## src/rtl/rr_handshake_mux.sv

```systemverilog
// N-input registered round-robin arbitrating mux with valid/ready on every channel.
// Optional burst locking is compiled in with the RR_MUX_LOCK_EN macro (adds port in_lock).
module rr_handshake_mux #(
   parameter int WIDTH      = 16,
   parameter int NUM_INPUTS = 4,
   localparam int SEL_W     = (NUM_INPUTS > 1) ? $clog2(NUM_INPUTS) : 1
) (
   input  logic                        clk,
   input  logic                        rst,
   input  logic [NUM_INPUTS-1:0]       in_valid,
   input  logic [NUM_INPUTS*WIDTH-1:0] in_data,
   output logic [NUM_INPUTS-1:0]       in_ready,
`ifdef RR_MUX_LOCK_EN
   input  logic                        in_lock,
`endif
   input  logic                        force_en,
   input  logic [SEL_W-1:0]            force_sel,
   output logic                        out_valid,
   output logic [WIDTH-1:0]            out_data,
   output logic [SEL_W-1:0]            out_src,
   input  logic                        out_ready
);

   // Handshake: a word moves on a channel in any cycle where valid && ready are both
   // high at the rising edge; a source holds valid and data stable until that happens.

   logic [SEL_W-1:0]      ptr;
   logic                  load_en;
   logic [NUM_INPUTS-1:0] cand;
   logic                  win_found;
   logic [SEL_W-1:0]      win_idx;
   logic                  take;
   logic [WIDTH-1:0]      win_word;
   logic                  lock_active;
   logic [SEL_W-1:0]      lock_src;
   logic                  forced_mode;

   assign load_en     = !out_valid || out_ready;
   assign forced_mode = force_en && !lock_active;

   always_comb begin
      cand = '0;
      if (lock_active) begin
         cand[lock_src] = in_valid[lock_src];
      end else if (force_en) begin
         if ({1'b0, force_sel} < NUM_INPUTS[SEL_W:0])
            cand[force_sel] = in_valid[force_sel];
      end else begin
         cand = in_valid;
      end
   end

   // Search starts just past the last normal-mode winner, wrapping around.
   always_comb begin
      win_found = 1'b0;
      win_idx   = '0;
      for (int k = 1; k <= NUM_INPUTS; k++) begin
         if (!win_found && cand[(int'(ptr) + k) % NUM_INPUTS]) begin
            win_found = 1'b1;
            win_idx   = SEL_W'((int'(ptr) + k) % NUM_INPUTS);
         end
      end
   end

   assign take     = win_found && load_en && !rst;
   assign win_word = in_data[win_idx*WIDTH +: WIDTH];

   always_comb begin
      in_ready = '0;
      if (take)
         in_ready[win_idx] = 1'b1;
   end

   always_ff @(posedge clk) begin
      if (rst) begin
         out_valid <= 1'b0;
         out_data  <= '0;
         out_src   <= '0;
         ptr       <= SEL_W'(NUM_INPUTS - 1);
      end else if (load_en) begin
         if (take) begin
            out_valid <= 1'b1;
            out_data  <= win_word;
            out_src   <= win_idx;
            if (!forced_mode)
               ptr <= win_idx;
         end else begin
            out_valid <= 1'b0;
         end
      end
   end

`ifdef RR_MUX_LOCK_EN
   // A locked burst ends with the first beat from the lock owner that drops in_lock.
   always_ff @(posedge clk) begin
      if (rst) begin
         lock_active <= 1'b0;
         lock_src    <= '0;
      end else if (take) begin
         if (in_lock) begin
            lock_active <= 1'b1;
            lock_src    <= win_idx;
         end else begin
            lock_active <= 1'b0;
         end
      end
   end
`else
   assign lock_active = 1'b0;
   assign lock_src    = '0;
`endif

endmodule

```

## config.mk

```make
export PLATFORM = sky130hd
export DESIGN_NAME = rr_handshake_mux
export DESIGN_NICKNAME = d
export VERILOG_FILES = /design/src/rtl/rr_handshake_mux.sv
export SDC_FILE = /design/constraint.sdc
export NUM_CORES = 1
export LEC_CHECK = 0
export ABC_AREA = 1
export CORE_ASPECT_RATIO = 1.1
export CORE_MARGIN = 2
export CORE_UTILIZATION = 39
export CTS_CLUSTER_SIZE = 40
export DETAILED_ROUTE_END_ITERATION = 10
export HOLD_SLACK_MARGIN = 0.08
export PLACE_DENSITY = 0.88
export RECOVER_POWER = 25
export SLEW_MARGIN = 20
export SYNTH_ARGS = -nofsm -noshare
export SYNTH_HDL_FRONTEND = slang
export SYNTH_SLANG_ARGS = --single-unit
```

## constraint.sdc

```tcl
create_clock -name clk -period 2 [get_ports clk]
set_input_delay 0.2 -clock clk [delete_from_list [all_inputs] [get_ports clk]]
set_output_delay 0.2 -clock clk [all_outputs]
set_load 0.02 [all_outputs]
```

**After elaboration in Yosys (flattened, before gate mapping)**

Cells that the tools add are included.

- Register bits after elaboration: 21
- Input port bits: 74

- Mux-type cells: 29
- Add/subtract/negate cells: 4
- Bitwise logic cells: 6
- Shift operators: 1
- Magnitude comparators: 8
- Reduce and logical (&&, ||, !) cells: 19

Operators with widths:

| kind | number |
|---|---|
| 64-bit by 7-bit variable part select with 16-bit output | 1 |
| 3-bit by 4-bit < comparator with 1-bit output, second input constant | 4 |
| 1-bit two-way mux | 16 |
| 1-bit binary-select mux with 2-bit select | 5 |
| 2-bit two-way mux | 4 |
| 4-bit two-way mux | 2 |
| 2-bit OR reduction | 4 |
| 1-bit logical AND | 7 |
| 2-bit by 3-bit < comparator with 1-bit output, second input constant | 2 |
| 1-bit logical NOT | 5 |
| 2-bit by 1-bit adder with 2-bit output, second input constant | 2 |
| 2-bit adder, second input constant | 2 |
| 1-bit bitwise AND, first input constant | 4 |
| 4-bit bitwise AND | 1 |
| 1-bit demux with 2-bit select | 2 |
| 2-bit by 1-bit >= comparator with 1-bit output, second input constant | 2 |
| 3-bit AND reduction | 1 |
| 2-bit AND reduction | 1 |
| 1-bit logical OR | 1 |
| 1-bit inverter | 1 |

**Depth between registers and ports, before layout**

- Depth after elaboration: 24
- Gate-level depth with buffers: 17
- Depth with buffers taken out: 16

**Least setup slack after synthesis**

OpenSTA, ideal clock, no wires.

- Kind: reg2out
- Start: reg ptr[0]
- End: out in_ready[0]
- Slack: -113 ps
- Buffers on the path: 2
- Data required time: 1800 ps
- Stages on the path, launching flop included: 12
- Arrival: 1913 ps
- Cells stage by stage: dfxtp_1 > buf_6 > xnor2_2 > inv_2 > nand3_1 > nand2_2 > nor2_4 > nand3_4 > nand3_4 > buf_6 > inv_2 > nor3_1

- Cells in the longest elaborated chain, start to end: 19

Ends and longest elaborated chain:

| what | line | source |
|---|---|---|
| start, declared | 27 | `logic [SEL_W-1:0] ptr;` |
| start signal, assigned | 79 | `ptr <= SEL_W'(NUM_INPUTS - 1);` |
| start signal, assigned | 86 | `ptr <= win_idx;` |
| 2-bit by 1-bit adder with 2-bit output | 58, 60 |  |
| 1-bit binary-select mux with 2-bit select | 58 | `if (!win_found && cand[(int'(ptr) + k) % NUM_INPUTS]) begin` |
| 1-bit two-way mux (not written as such) (2 in series) | 58 |  |
| 1-bit two-way mux | 58 |  |
| 1-bit logical NOT | 58 |  |
| 1-bit logical AND | 58 |  |
| 1-bit two-way mux | 58 |  |
| 1-bit logical NOT | 58 |  |
| (+2 left out) | - |  |
| 1-bit logical NOT | 58 |  |
| 1-bit logical AND | 58 |  |
| 2-bit two-way mux | 58 |  |
| 2-bit by 3-bit < comparator with 1-bit output (not written as such) / 2-bit by 1-bit >= comparator with 1-bit output (equally long branches) | 71 | `in_ready[win_idx] = 1'b1;` |
| 1-bit logical AND (not written as such) | 71 |  |
| 1-bit two-way mux (not written as such) | 71 |  |
| 1-bit demux with 2-bit select | 71 |  |
| 4-bit two-way mux * | 70 | `if (take)` |
| end, declared | 12 | `output logic [NUM_INPUTS-1:0] in_ready,` |

Every way passes the cells marked *; elsewhere a longest branch is shown, timed or not. The select of a mux whose other input is x is not followed.

**Final worst setup path**

- Start: reg ptr[0]
- End: reg out_data[4]

- Cells in the longest elaborated chain, start to end: 17

Ends and longest elaborated chain:

| what | line | source |
|---|---|---|
| branches (longest 17 deep; another with 2-bit by 1-bit adder with 2-bit output) | - |  |
| end signal, assigned | 83 | `out_data <= win_word;` |
| end, declared | 19 | `output logic [WIDTH-1:0] out_data,` |

Parallel ways; which one is timed is not known. The select of a mux whose other input is x is not followed.
A chain may end at the register's enable or synchronous reset.

==> impl_metrics.json <==
{
  "die_h_um": 74.94,
  "number_of_global_route_vias_before_repair": 2221,
  "clockPowerShare": 0.076,
  "maxCapViolations": 0,
  "largest_voltage_drop_on_the_vdd_net_uv": 677.3,
  "max_clock_freq_mhz": 474.2,
  "powerDensity_nw_per_um2": 1113,
  "switching_share": 0.4758,
  "fin_crit_ps": 2109,
  "setup_violations": 16,
  "worst_ep_arrival_time_ps": 2270,
  "route.vias.total": 2564,
  "fin_total_pwr_mw": 3.669,
  "synth-adder-area-share": 0,
  "gr-usage-met2": 0.4701,
  "area_fraction_in_and_or_nand_and_nor_cells_after_synthesis": 0.6199,
  "crit_chain": "buf_6, nand3_2, nand3_4, nand2_4, nor2_4, nand4_1, nand3_4, buf_12, clkinvlp_4, nand2_1, nand2_1, nand2_1, nand2_1",
  "grt.total_usage": 0.2505,
  "boundaryPins": 97,
  "most_common_cell_after_layout_fill_and_taps_aside": "nand2_1",
  "seqCellArea_um2": 427.9,
  "timing.slew.headroom": 0.7049,
  "switching_power_mw": 1.746,
  "clk_path_buf_depth": 2,
  "path_depth_of_the_worst_reg2reg_path": 13,
  "grtUsageMet3": 0.06577,
  "port_buffers": 96,
  "ys_warn_count": 0,
  "drt-initial-drc-count": 154,
  "die_x_um": 68.49,
  "cts_tree": "done",
  "postSynthRegisterBits": 21,
  "fin_skew_ps": 5.707,
  "intPower_mw": 1.923,
  "wire_length_of_the_first_global_routing_pass_um": 9763,
  "wl_per_cell_um": 14.82,
  "critical-path-top-cell-by-count": "nand2_1",
  "holdPathStages": 2,
  "antennaDiodeCount": 0,
  "postLayoutSetupSlackWorst_ps": -108.9,
  "dpl_worst_slack_ps": -779.9,
  "starting_utilization_of_the_core_area": 0.4104,
  "timing.final.crit_share": 1.054,
  "cts_inserted_buffers": 3,
  "violations_in_the_final_reports": "setup timing",
  "antenna_found_initial": 0,
  "gr-total-overflow": 0,
  "critical-path-max-stage-delay_ps": 400,
  "grt_most_used_layer": "met2",
  "timing_worst_setup_path_type": "flop to flop",
  "number_of_cell_rows": 25,
  "postSynthCellCount": 315,
  "clk_latency_worst_skew_pair_ps": 270,
  "drc_errors": 0,
  "worst_setup_path_end_kind": "flop",
  "layout.cells.most_common_list": "nand2_1 (138), clkdlybuf4s50_1 (80), nand4_1 (36), nand2_2 (30), buf_4 (25)",
  "die_area_um2": 5133,
  "combinational_family_with_the_most_area_after_synthesis": "simple AND/OR/NAND/NOR gates",
  "detailed_route_wl_um": 7189,
  "worst-slew-pin-transition_ps": 440.0,
  "crit-reg2reg-launch": "ptr[0]",
  "clk_transition_reported_paths_ps": 70,
  "crit_path_start": "ptr[0]",
  "critical_path.slowest_cell": "dfxtp_4",
  "synth.lib_cells_used.distinct": 24,
  "final_max_slew_viols": 0,
  "post-route-cell-area_um2": 3296,
  "placedInstanceArea_um2": 2835,
  "groute.layer.met1.usage": 0.2634,
  "postRouteAntennaNets": 0,
  "post-dp-hpwl_um": 4638,
  "grt_start_max_net_pins": 33,
  "status": "complete, but fails checks",
  "detailedRoute.firstPassIterationCount": 4,
  "worst_hold_path_endpoint": "out_src[0]",
  "hold_buffers_post_cts": 0,
  "postSynthAreaPerCell_um2": 5.664,
  "avgViaCountPerCell": 5.287,
  "finalHoldViolations": 0,
  "power_leakage_nw": 1.614,
  "yosys-mux-area-fraction": 0,
  "combPwrFrac": 0.745,
  "mappedNetlistNets": 389,
  "synth-xor-area-share": 0.009116,
  "register_share_of_total_power": 0.179,
  "hold_path.class": "flop to flop",
  "htree_num_levels": 1,
  "crit_fanout": 8,
  "fillers": 327,
  "rr_endpoint": "out_data[4]",
  "clkSinkCount": 21,
  "yosysSeqAreaShare": 0.2356,
  "clock_tree_root_driver_cell": "clkbuf_8",
  "worst_ep_required_time_ps": 2160,
  "multi_input_area_um2": 1389,
  "post_synthesis_instance_area_um2": 1784,
  "synth_compound_area_frac": 0.03366,
  "reg2reg_setup_slack_ps": -110,
  "core_area_um2": 4348,
  "min_from": "out_src[0]",
  "gp_congestion": 0.8898,
  "startpoint_type": "flop",
  "final_net_count": 506,
  "area_delta_synth_final_pct": 84.71,
  "drive_above_1_share": 0.2552,
  "rsz_0062_raised_after_global_routing": "true"
}
-- cells by family (layout without fill, tap and decap cells) --
group           count (synthesis)  in the layout
compound gates                 10             10
flops                          21             21
buf+inv                        35            151
simple gates                  248            248
xor+xnor                        1              1
-- how the worst max path moves through the flow --
stage / to / slack, ps
floorplan: in_ready[1] / 20
global placement: in_ready[2] / -710
detailed placement: in_ready[3] / -780
CTS: in_ready[0] / -20
global route: out_data[4] / -250
finish: out_data[4] / -110
-- metal layers --
| metal | routed length [µm] | vias to the layer above | share of wire |
|---|---|---|---|
| li1 | - | 1265 | - |
| met1 | 2581 | 1167 | 0.36 |
| met2 | 3721 | 116 | 0.52 |
| met3 | 720 | 16 | 0.10 |
| met4 | 165 | 0 | 0.023 |
| met5 | 0 | - | 0 |
-- final cells by class --
cell class | instances | area share
Multi-Input combinational cell | 259 | 0.4214
Tap cell | 54 | 0.02050
Sequential cell | 21 | 0.1298
Timing Repair Buffer | 131 | 0.3929
Inverter | 15 | 0.01898
Clock buffer | 3 | 0.01253
Clock inverter | 1 | 0.001519
Timing Repair inverter | 1 | 0.002278
-- synth_stat cells, drive strengths merged --
cell    instances  area, µm²
nand2         172      653.1
nand4          36      225.2
nand3          31      185.2
dfxtp          21      420.4
buf            19      121.4
inv            14      52.56
nor2            8      37.54
o21ai           5      32.53
a21oi           4      20.02
a21boi          1      7.510
clkbuf          1      3.750
clkinv          1      3.750
nor3            1      5.000
xnor2           1      16.27
-- flip-flops by register name (all words and copies together) (netlist names) --
signal and cells:
out_valid 1, ptr 2, out_src 2, out_data 16
-- through the flow --
step	TNS (ps)	hold slack (ps)	instances	util
global placement	-13980	453.0	464	0.6521
detailed placement	-15530	462.5	464	0.6521
CTS	-44.72	457.8	473	0.6976
floorplan	0	269.1	315	-
global route	-3727	487.0	485	0.7580
finish	-995.0	469.3	485	0.7580
-- repair_timing --
item,in CTS,in global routing
setup buffers,4,11
hold endpoints to repair,0,0
gates cloned,1,2
resized for setup,65,43
endpoints found under the setup margin,20,20
pin swaps,19,25
-- critical path, delay by kind of cell (launching register included) --
family	cells	cell delay, ps
buffers and inverters	3	490
DFF	1	400
and+or+nand+nor	10	1120
-- power by group through the flow --
stage | combinational [mW] | sequential [mW] | clock (mW)
after floorplan | 1.18 | 0.832 | 0
after global placement | 2.09 | 0.656 | 0
after detailed placement | 2.11 | 0.663 | 0
after CTS | 2.26 | 0.658 | 0.283
after global routing | 2.97 | 0.671 | 0.306
final | 2.73 | 0.657 | 0.280
(Power assumes the default switching activity.)
==> RTL edit 1 (same flow settings) <==
Change the parameter `WIDTH` from 16 to 32.
--- a/src/rtl/rr_handshake_mux.sv
+++ b/src/rtl/rr_handshake_mux.sv
@@ -2,5 +2,5 @@
 // Optional burst locking is compiled in with the RR_MUX_LOCK_EN macro (adds port in_lock).
 module rr_handshake_mux #(
-   parameter int WIDTH      = 16,
+   parameter int WIDTH      = 32,
    parameter int NUM_INPUTS = 4,
    localparam int SEL_W     = (NUM_INPUTS > 1) ? $clog2(NUM_INPUTS) : 1
Ports: changed (resized in_data and out_data); port bits go from 97 to 177. The function was not compared with the original's and may differ.
==> RTL edit 1 against the original RTL <==
The flow still finishes with violations (negative setup slack); power rose by 78%; cell count grew 73%; setup slack lost 0.0078 ns; area after synthesis increased by 76%; design area increased by 68%; fmax is 0.37% lower; die area up 71%; sequential cell count rose by 16; wire length grew 76%; largest cell class is now buffers; largest power group unchanged.
==> RTL edit 1: results (changes against the original RTL) <==
stage,metric,value,unit,change
synthesis,register area share after synthesis,23.62,%,+0.061 points
placement,Inst Count DP,809,,+74%
synthesis,Yosys cell types,23,,-4.2%
routing,met1 wire length,4823,µm,+87%
grt,met1 usage,26.49,%,+0.16 points
layout,layout cells sized above 1,14.34,%,-11 points
synthesis,Synth area leaders,"nand2_1, dfxtp_1, nand4_1",,
routing,routed wl met2,6444,µm,+73%
min_path,Worst Hold Class,primary input to register,,
grt,vias in the first global route,3951,,+78%
placement,Final HPWL DP,7917,µm,+71%
grt,GR Util All Layers,24.33,%,-0.73 points
routing,First DRT Iteration DRCs,235,,+53%
synthesis,mean area per synthesized cell,5.732,µm²,+1.2%
sta,Final setup viols,37,,+21
routing,Routed wire per std cell,15.08,µm,+1.7%
grt,GR Util met2,44.96,%,-2.1 points
grt,largest net degree at the start of global routing,65,,+97%
synthesis,syn_nets,685,,+76%
synthesis,Post-synth top cells,"nand2_1, nand4_1, nand3_1",,
layout,Largest regs,"out_data x32, out_src x2, ptr x2",,
grt,initial antenna violation count,0,,unchanged
placement,GPL Wtd Cong,0.9562,,+7.5%
sta,Clock Skews,0.006450,ns,+0.0007426 ns
clock_network,clock buffer count from CTS,5,,+2
routing,wire length on met3,1076,µm,+49%
sta,final setup margin,-0.1167,ns,-0.007849 ns
placement,DP Area,0.004925,mm²,+74%
pwr,VDD IR max,0.7294,mV,+7.7%
layout,Layout Nets,869,,+72%
worst_setup_path,CP max FO,4,,-4
run_status,status,finished with violations,,
placement,Post-Place Worst Slack,-0.7498,ns,+0.03007 ns
sta,Setup TNS,-2.155,ns,-1.160 ns
grt,grt met3 use,4.565,%,-2.0 points
routing,Via density,5.249,,-0.71%
sta,Fin. Hold Viols,0,,unchanged
routing,final WL,12660,µm,+76%
run_status,failing checks,negative setup slack,,
worst_setup_path,Critical Path Slowest Stage Cell,clkdlybuf4s50_1,,
placement,IO buf count,176,,+83%
pwr,Lkg Pwr,2.752,nW,+70%
sta,Worst-Margin Slew,0.3675,ns,-0.07253 ns
[RTL edit 1: timing repair]
| item | in CTS | in global routing |
|---|---|---|
| gates resized for setup | 60 | 30 |
| cloned | 0 | 7 |
| pin swaps | 22 | 10 |
| endpoints found under the hold margin | 0 | 0 |
| endpoints found under the setup margin | 37 | 37 |
| setup buffers | 7 | 10 |
[RTL edit 1: cells by family (layout without fill, tap and decap cells)]
family	count (synthesis)	in the layout	share of synthesized area, %
buffers and inverters	59	244	11.53
and+or+nand+nor	440	440	62.41
AOI/OAI and AO/OA	10	10	1.915
xor gates and xnor gates	1	1	0.5189
DFF	37	37	23.62
[RTL edit 1: layout make-up]
cell class                      count  area [µm²]
Multi-Input combinational cell    451        2166
Timing Repair Buffer              221        2310
Clock buffer                        5       68.82
Sequential cell                    37       745.7
Tap cell                          108       135.1
Clock inverter                      3       46.29
Fill cell                         654        2330
Inverter                           15       68.82
[RTL edit 1: tightest hold or removal path: cells and delay by family]
| kind | cells | cell delay [ns] |
|---|---|---|
| buffers and inverters | 1 | 0.16 |
| AO/OA/AOI/OAI | 2 | 0.21 |
| AND/OR/NAND/NOR | 1 | 0.11 |
[RTL edit 1: path summary, 6_finish.rpt]
kind                             startpoint           end  slack, ns  cells after the start
worst max-delay path            in_valid[3]   in_ready[2]      -0.12                     13
worst min-delay path               force_en        ptr[0]       0.43                      4
worst max register to register       ptr[0]  out_data[19]      -0.08                     16
worst min register to register   out_src[1]    out_src[1]       0.46                      2
[RTL edit 1: where the power goes]
group,internal (mW),switching (mW),leakage (nW),total [mW]
Clock,0.373,0.273,0.0543,0.646
Sequential,1.03,0.157,0.306,1.18
Combinational,2.12,2.57,2.39,4.69
Total,3.52,3.00,2.75,6.52
==> RTL edit 2 (same settings) <==
Without the edit above. Build with the macro `RR_MUX_LOCK_EN` defined.
--- a/src/rtl/rr_handshake_mux.sv
+++ b/src/rtl/rr_handshake_mux.sv
@@ -1,4 +1,6 @@
 // N-input registered round-robin arbitrating mux with valid/ready on every channel.
 // Optional burst locking is compiled in with the RR_MUX_LOCK_EN macro (adds port in_lock).
+`define RR_MUX_LOCK_EN
+
 module rr_handshake_mux #(
    parameter int WIDTH      = 16,
Ports: changed (added in_lock); port bits go from 97 to 98. No check against the original RTL was run, so the function may have changed too.
==> RTL edit 2 against the original RTL <==
The flow still finishes with violations (negative setup slack); power increased by 4.4%; cell count decreased by 1.9%; design area increased by 4.4%; sequential cell count increased by 3; area after synthesis increased by 11%; wire length decreased by 9.5%; largest cell class unchanged; setup slack got worse by 0.16 ns; core utilization decreased by 6.5 points.
==> RTL edit 2: results (changes against the original RTL) <==
stage,metric,value,unit,change
run_status,status,finished with violations,,
run_status,failing checks,negative setup slack,,
routing,met1 wire length,2698,µm,+4.5%
routing,wire length on met3,344,µm,-52%
grt,GR Util met2,41.48,%,-5.5 points
routing,drt first pass iters,5,,+1
synthesis,Yosys cell types,34,,+42%
sta,Final setup viols,21,,+5
sta,Worst-Margin Slew,0.5512,ns,+0.1112 ns
layout,Non-Filler Instances,476,,-1.9%
pwr,Comb power frac,72.0,%,-2.5 points
min_path,startpoint of the worst hold path,out_data[4],,
worst_setup_path,reg-to-reg startpoint,lock_active,,
sta,final setup margin,-0.2665,ns,-0.1576 ns
grt,met1 usage,27.86,%,+1.5 points
clock_network,Post-CTS Resized,78,,+20%
synthesis,Synth area leaders,"dfxtp_1, nand3_1, nand2_1",,
placement,IO buf count,97,,+1.0%
synthesis,register area share after synthesis,24.18,%,+0.62 points
routing,Via density,5.191,,-1.8%
worst_setup_path,FF-to-FF End,out_data[14],,
placement,Inst Count DP,463,,-0.22%
grt,GR Util All Layers,22.69,%,-2.4 points
layout,layout cells sized above 1,27.03,%,+1.5 points
placement,GPL Wtd Cong,0.8502,,-4.5%
min_path,Hold Path Sink,out_data[4],,
grt,first-pass GRT wire length,10560,µm,+8.2%
grt,grt met3 use,3.173,%,-3.4 points
layout,Layout Nets,494,,-2.4%
worst_setup_path,R2R setup slack,-0.09,ns,+0.02 ns
worst_setup_path,CP max FO,9,,+1
placement,Post-Place Worst Slack,-0.8773,ns,-0.09742 ns
sta,Clock Skews,0.003366,ns,-0.002341 ns
routing,routed wl met2,3406,µm,-8.5%
routing,First DRT Iteration DRCs,128,,-17%
synthesis,Post-synth top cells,"nand2_1, nand3_1, nor2_1",,
placement,Final HPWL DP,4686,µm,+1.0%
pwr,VDD IR max,0.7193,mV,+6.2%
worst_setup_path,WP data arrival,2.07,ns,-0.20 ns
pwr,Sw Ratio,44.13,%,-3.5 points
pwr,Flop pwr share,19.5,%,+1.6 points
==> RTL edit 2: cell types whose count changed after synthesis, moves of 3 or more <==
cell / before / now
or2_0: 0 / 7
nand4_1: 36 / 9
buf_6: 4 / 12
nor2_1: 7 / 26
buf_2: 13 / 1
inv_1: 7 / 15
dfxtp_1: 21 / 24
nand3_2: 1 / 6
nor2_2: 0 / 3
nand2_4: 0 / 3
nand2_1: 169 / 74
or2_2: 0 / 5
nand3_1: 28 / 61
o211ai_1: 0 / 14
==> RTL edit 2: layout make-up <==
type	count	area, µm²
well taps	58	72.57
multi-input cells	234	1391
inverters	21	86.33
repair buffers	135	1345
fillers	394	1524
flip-flops and latches	24	491.7
clock buffers	4	55.05
==> RTL edit 2: metrics by stage <==
stage,power (mW),setup TNS (ns),hold WS (ns)
global placement,2.980,-12.92,0.4758
finish,3.831,-1.897,0.5037
floorplan,2.245,-0.1332,0.3621
CTS,3.730,-0.7928,0.5073
detailed placement,3.022,-14.75,0.4888
global route,4.090,-4.718,0.5290
==> RTL edit 2: cell families (layout without fill, tap and decap cells) <==
| logic type | count (synthesis) | after routing | share of synthesized area [%] |
|---|---|---|---|
| xor+xnor | 1 | 1 | 0.8189 |
| simple gates | 205 | 205 | 51.89 |
| buf+inv | 39 | 160 | 13.03 |
| flops | 24 | 24 | 24.18 |
| compound gates | 28 | 28 | 10.08 |
==> RTL edit 2: how the worst max path moves through the flow <==
stage | startpoint | cells past startpoint | end | slack (ns)
floorplan | ptr[0] | 11 | in_ready[3] | -0.07
global placement | force_en | 16 | in_ready[0] | -0.82
detailed placement | force_en | 16 | in_ready[0] | -0.88
CTS | lock_active | 10 | in_ready[3] | -0.17
global route | lock_active | 11 | in_ready[3] | -0.34
finish | lock_active | 11 | in_ready[3] | -0.27
